[config.mk]
export PLATFORM = sky130hd
export DESIGN_NAME = ppm_tx_ctrl
export DESIGN_NICKNAME = d
export VERILOG_FILES = /design/src/rtl/ppm_tx_pkg.sv /design/src/rtl/ppm_byte_fifo.sv /design/src/rtl/ppm_tx_ctrl.sv
export SDC_FILE = /design/constraint.sdc
export NUM_CORES = 1
export LEC_CHECK = 0
export CORE_ASPECT_RATIO = 0.7
export CORE_MARGIN = 5
export CORE_UTILIZATION = 40
export CTS_CLUSTER_DIAMETER = 200
export DETAILED_ROUTE_END_ITERATION = 7
export DONT_BUFFER_PORTS = 1
export GPL_ROUTABILITY_DRIVEN = 1
export PLACE_DENSITY = 0.64
export SLEW_MARGIN = 30
export SYNTH_ARGS = -nofsm -noshare
export SYNTH_HDL_FRONTEND = slang
export SYNTH_SLANG_ARGS = --single-unit
[constraint.sdc]
create_clock -name clk -period 2.7 [get_ports clk]
set_clock_uncertainty 0.05 [all_clocks]
set_input_delay 0.405 -clock clk [delete_from_list [all_inputs] [get_ports clk]]
set_output_delay 0.405 -clock clk [all_outputs]
set_load 0.01 [all_outputs]
[src/rtl/ppm_tx_pkg.sv]
// Shared types and constants for the PPM transmit controller.
package ppm_tx_pkg;

    localparam int unsigned BYTE_W  = 8;
    localparam int unsigned ENTRY_W = BYTE_W + 1;

    localparam logic [BYTE_W-1:0] PPM_PREAMBLE = 8'hA5;

    typedef enum logic [2:0] {
        IDLE,
        PRE,
        PRE_WAIT,
        LOAD,
        WAIT,
        STALL,
        GAP
    } state_t;

    typedef struct packed {
        logic              last;
        logic [BYTE_W-1:0] data;
    } entry_t;

endpackage

[src/rtl/ppm_byte_fifo.sv]
// Byte buffer holding host bytes with their end-of-frame flag.
module ppm_byte_fifo
    import ppm_tx_pkg::*;
#(
    parameter int unsigned DEPTH = 4
) (
    input  logic                           clk,
    input  logic                           rst_n,
    input  logic                           push,
    input  entry_t                         wr_entry,
    input  logic                           pop,
    output entry_t                         rd_entry_c,
    output logic                           full,
    output logic                           empty,
    output logic [$clog2(DEPTH + 1)-1:0]   count
);

    localparam int unsigned AW = (DEPTH > 1) ? $clog2(DEPTH) : 1;
    localparam int unsigned CW = $clog2(DEPTH + 1);

    entry_t        mem [DEPTH];
    logic [AW-1:0] wr_ptr;
    logic [AW-1:0] rd_ptr;
    logic [CW-1:0] count_next;
    logic          do_push;
    logic          do_pop;

    assign do_push    = push && !full;
    assign do_pop     = pop && !empty;
    assign rd_entry_c = mem[rd_ptr];

    always_comb begin
        count_next = count;
        case ({do_push, do_pop})
            2'b10:   count_next = count + CW'(1);
            2'b01:   count_next = count - CW'(1);
            default: count_next = count;
        endcase
    end

    // full reads as set during reset so the host sees no space until released
    always_ff @(posedge clk or negedge rst_n) begin
        if (!rst_n) begin
            wr_ptr <= '0;
            rd_ptr <= '0;
            count  <= '0;
            full   <= 1'b1;
            empty  <= 1'b1;
        end else begin
            if (do_push) wr_ptr <= wr_ptr + AW'(1);
            if (do_pop)  rd_ptr <= rd_ptr + AW'(1);
            count <= count_next;
            full  <= (count_next == CW'(DEPTH));
            empty <= (count_next == CW'(0));
        end
    end

    always_ff @(posedge clk) begin
        if (do_push) mem[wr_ptr] <= wr_entry;
    end

endmodule

[src/rtl/ppm_tx_ctrl.sv]
// Frames buffered host bytes into a 2-bit symbol shifter, with inter-frame gap.
// Define PPM_TX_PREAMBLE_EN to send PPM_PREAMBLE ahead of every frame.
module ppm_tx_ctrl
    import ppm_tx_pkg::*;
#(
    parameter int unsigned FIFO_DEPTH = 4,
    parameter int unsigned GAP_CYCLES = 8
) (
    input  logic              clk,
    input  logic              rst_n,
    input  logic [BYTE_W-1:0] s_data,
    input  logic              s_valid,
    input  logic              s_last,
    output logic              s_ready,
    output logic [BYTE_W-1:0] sh_data,
    output logic              sh_strobe,
    input  logic              sh_done,
    output logic              busy,
    output logic              frame_done,
    output logic              underrun
);

    localparam int unsigned CW = $clog2(FIFO_DEPTH + 1);
    localparam int unsigned GW = 8;

    state_t            state_q;
    state_t            state_next;
    logic [GW-1:0]     gap_cnt_q;
    logic              last_q;

    entry_t            wr_entry;
    entry_t            rd_entry;
    logic              fifo_full;
    logic              fifo_empty;
    logic [CW-1:0]     fifo_count;
    logic              have_data;

    logic              pop_c;
    logic              strobe_c;
    logic              frame_done_c;
    logic              underrun_c;
    logic [BYTE_W-1:0] data_c;

    assign wr_entry  = '{last: s_last, data: s_data};
    assign s_ready   = ~fifo_full;
    assign have_data = (fifo_count != CW'(0));

    ppm_byte_fifo #(
        .DEPTH (FIFO_DEPTH)
    ) u_fifo (
        .clk        (clk),
        .rst_n      (rst_n),
        .push       (s_valid),
        .wr_entry   (wr_entry),
        .pop        (pop_c),
        .rd_entry_c (rd_entry),
        .full       (fifo_full),
        .empty      (fifo_empty),
        .count      (fifo_count)
    );

    always_ff @(posedge clk or negedge rst_n) begin
        if (!rst_n) state_q <= IDLE;
        else        state_q <= state_next;
    end

    always_comb begin
        state_next = state_q;
        case (state_q)
            IDLE: begin
`ifdef PPM_TX_PREAMBLE_EN
                if (have_data) state_next = PRE;
`else
                if (have_data) state_next = LOAD;
`endif
            end
`ifdef PPM_TX_PREAMBLE_EN
            PRE:      state_next = PRE_WAIT;
            PRE_WAIT: if (sh_done) state_next = LOAD;
`endif
            LOAD:     state_next = WAIT;
            WAIT: begin
                if (sh_done) begin
                    if (last_q)         state_next = GAP;
                    else if (have_data) state_next = LOAD;
                    else                state_next = STALL;
                end
            end
            STALL:    if (have_data) state_next = LOAD;
            GAP:      if (gap_cnt_q == GW'(GAP_CYCLES - 1)) state_next = IDLE;
            default:  state_next = IDLE;
        endcase
    end

    // sh_data holds its value between strobes so the shifter sees a stable byte
    always_comb begin
        pop_c        = 1'b0;
        strobe_c     = 1'b0;
        frame_done_c = 1'b0;
        underrun_c   = 1'b0;
        data_c       = sh_data;
        case (state_q)
`ifdef PPM_TX_PREAMBLE_EN
            PRE: begin
                strobe_c = 1'b1;
                data_c   = PPM_PREAMBLE;
            end
`endif
            LOAD: begin
                pop_c    = 1'b1;
                strobe_c = 1'b1;
                data_c   = rd_entry.data;
            end
            WAIT: begin
                if (sh_done) begin
                    if (last_q)          frame_done_c = 1'b1;
                    else if (fifo_empty) underrun_c   = 1'b1;
                end
            end
            default: ;
        endcase
    end

    always_ff @(posedge clk or negedge rst_n) begin
        if (!rst_n) begin
            sh_data    <= '0;
            sh_strobe  <= 1'b0;
            busy       <= 1'b0;
            frame_done <= 1'b0;
            underrun   <= 1'b0;
            last_q     <= 1'b0;
            gap_cnt_q  <= '0;
        end else begin
            sh_data    <= data_c;
            sh_strobe  <= strobe_c;
            busy       <= (state_next != IDLE);
            frame_done <= frame_done_c;
            underrun   <= underrun_c;
            if (state_q == LOAD) last_q <= rd_entry.last;
            if (state_q == GAP)  gap_cnt_q <= gap_cnt_q + GW'(1);
            else                 gap_cnt_q <= '0;
        end
    end

endmodule

==> results.json <==
{
  "outcome": "complete, no violations",
  "worst-r2r-setup-slack_ns": 0.47,
  "utilization_pct": 45.9,
  "ys_seq_elements": 69,
  "grt.overflow.total": 0,
  "relSlewSlack_pct": 56.1,
  "ys_seq_area_share_pct": 67.3,
  "synth_area_leaders": "edfxtp_1 (38%), dfrtp_1 (27%), mux4_2 (7.1%), mux2_2 (3.6%), ha_1 (2.6%)",
  "cts_hold_buf": 2,
  "setup_slack_ns": 0.472,
  "hold_slack_ns": 0.114,
  "drt_wl_total_um": 4610,
  "final_common_cell": "edfxtp_1",
  "hp-class": "input pin to flop",
  "die_y_um": 80.5,
  "p_switching_mw": 0.942,
  "cts_resized": 0,
  "drt-wirelength-per-cell_um": 16.1,
  "p_seq_share_pct": 52.8,
  "rsz0062_at_grt": "false",
  "synth_edf_count": 36,
  "clock_path_buffers": 2,
  "synth.avg_cell_area_sq_um": 15.8,
  "maxSlewViolCount": 0,
  "hold_violations": 0,
  "synthArstFlopShare_pct": 47.8,
  "rows": 25,
  "clock.fmax_mhz": 449,
  "root_buffer": "clkbuf_8",
  "groute.usage.overall_pct": 11.3,
  "dpl_worst_slack_ns": 0.500,
  "drive_gt1_share_pct": 18.8,
  "antenna_found_initial": 0,
  "ir_drop_mv": 0.507,
  "worstSetupPathType": "flop to flop",
  "rr_worst_depth": 7,
  "clock_latency_ns": 0.33,
  "drtAntennaViolNets": 0,
  "grt_pass1_wl_um": 7580,
  "p_sw_share_pct": 29.6,
  "grt_pass1_vias": 1452,
  "port_buffers": 0,
  "maxCapViolCount": 0,
  "cts_tree": "done",
  "powerDensity_nw_per_um2": 1020,
  "start_kind": "flop",
  "drtIter0Drc": 88,
  "crit_arrival_ns": 2.44,
  "drcViolationCount": 0,
  "crit_required_ns": 2.92,
  "worst_pin_slew_ns": 0.658,
  "leakage_nw": 1.19,
  "period_needed_ns": 2.23,
  "nets": 207,
  "fp.dieW_um": 111,
  "yosys.area.top_type_share_pct": 38.1,
  "reg2reg_to": "u_fifo.empty",
  "dpl.hpwl_um": 3120,
  "cts.clk_slew.worst_paths_ns": 0.07,
  "synthCells": 180,
  "diodes": 0,
  "firstDrtPassIters": 4,
  "place_area_sq_um": 2920,
  "critPathMaxFanout": 7,
  "htreeDepth": 3,
  "synth_cell_types": 40,
  "dp_cells": 268,
  "dieArea_sq_um": 8910,
  "synthFlopType": "edfxtp_1",
  "areaGrowthSynthToFinish_pct": 10.2,
  "p_clk_share_pct": 24.2,
  "yosys_warnings": 0,
  "coreArea_sq_um": 6820,
  "hold_depth": 0,
  "finalSetupTns_ns": 0,
  "min_to": "u_fifo.mem[2][5]",
  "start_util_pct": 41.6,
  "final_cell_count_no_fill": 286,
  "reg2reg_from": "state_q[2]",
  "grt_max_degree": 34,
  "fin_area_sq_um": 3130,
  "vias": 1408,
  "synth_area_leader_cell": "edfxtp_1",
  "min-delay-start": "s_data[5]",
  "fin_crit_sh_pct": 82.5,
  "syn_nets": 200,
  "setup_viol": 0,
  "numCtsBuffers": 9,
  "synth_area_sq_um": 2840,
  "clock-sinks": 69,
  "io_pins": 26,
  "viasPerCell": 4.92,
  "gp_congestion": 0.791,
  "total_power_mw": 3.19,
  "p_comb_share_pct": 23.0,
  "cp-end-kind": "flop",
  "layout_common_cells": "edfxtp_1 (36), dfrtp_1 (31)",
  "p_int_mw": 2.24,
  "post_cts_buffers": 0
}
-- power by group through the flow --
stage / Sequential, mW / Combinational (mW) / Clock, mW
final: 1.68 / 0.734 / 0.769
after global routing: 1.73 / 0.830 / 0.840
after CTS: 1.69 / 0.748 / 0.800
after detailed placement: 1.71 / 0.729 / 0
after global placement: 1.70 / 0.724 / 0
after floorplan: 1.56 / 0.725 / 0
-- cell usage after synthesis (2+ instances only) --
library cell and count:
or3_1 4, mux4_2 9, mux2_2 9, nor2_1 5
xor2_1 4, inv_1 9, nor2b_1 3, nor3_1 2
edfxtp_1 36, nand2b_1 3, nand3_1 4, and2_1 6
ha_1 6, o21ai_1 3, xnor2_1 4, buf_2 4
o21ai_0 2, dfrtp_1 31, a21oi_1 6, o211ai_1 2
dfstp_2 2, nand2_1 6, inv_2 2, and3b_1 2
-- worst max path at each step --
stage | startpoint | endpoint
after detailed placement | state_q[1] | u_fifo.empty
final | state_q[2] | u_fifo.empty
after CTS | state_q[2] | u_fifo.empty
after global routing | state_q[2] | u_fifo.full
after global placement | state_q[1] | u_fifo.empty
after floorplan | u_fifo.full | u_fifo.empty
-- layer usage --
layer / share of wire [%] / up-vias / routed length [um] / track usage, %
li1: - / 670 / - / -
met1: 46 / 700 / 2110 / 14.5
met2: 45 / 33 / 2090 / 16.6
met3: 7.6 / 5 / 350 / 5.50
met4: 1.3 / 0 / 58 / 4.43
met5: 0 / - / 0 / 0
-- registers in the layout, summed over array words and instances, names as in the netlist --
register / count
gap_cnt_q: 8
sh_data: 8
u_fifo.count: 3
u_fifo.mem: 36
last_q: 1
underrun: 1
u_fifo.empty: 1
u_fifo.rd_ptr: 2
u_fifo.full: 1
u_fifo.wr_ptr: 2
frame_done: 1
busy: 1
sh_strobe: 1
state_q: 3
-- cell type report --
cell class	count	area, sq um
clock buffer	13	139
fill	618	3690
tap	94	118
clock inverter	3	38.8
timing repair buffer	2	30.0
sequential	69	1910
multi-input combinational	94	852
inverter	11	41.3
-- critical path, stage by stage, from the launching register on --
cell,delay (ns)
dfrtp_1,0.45
and4bb_1,0.36
ha_1,0.20
inv_1,0.06
fa_1,0.37
xor2_1,0.16
or3_1,0.35
and3b_1,0.18
-- cells by family (layout without fill, tap and decap cells) --
| family | count (synthesis) | after routing | share of synthesized area [%] |
|---|---|---|---|
| buffers and inverters | 17 | 29 | 2.69 |
| muxes | 18 | 18 | 10.7 |
| DFF | 69 | 69 | 67.3 |
| AOI/OAI and AO/OA | 20 | 20 | 4.98 |
| adders and majority gates | 7 | 7 | 3.35 |
| xor gates and xnor gates | 8 | 8 | 2.47 |
| and+or+nand+nor | 41 | 41 | 8.51 |
(Power assumes the default switching activity.)
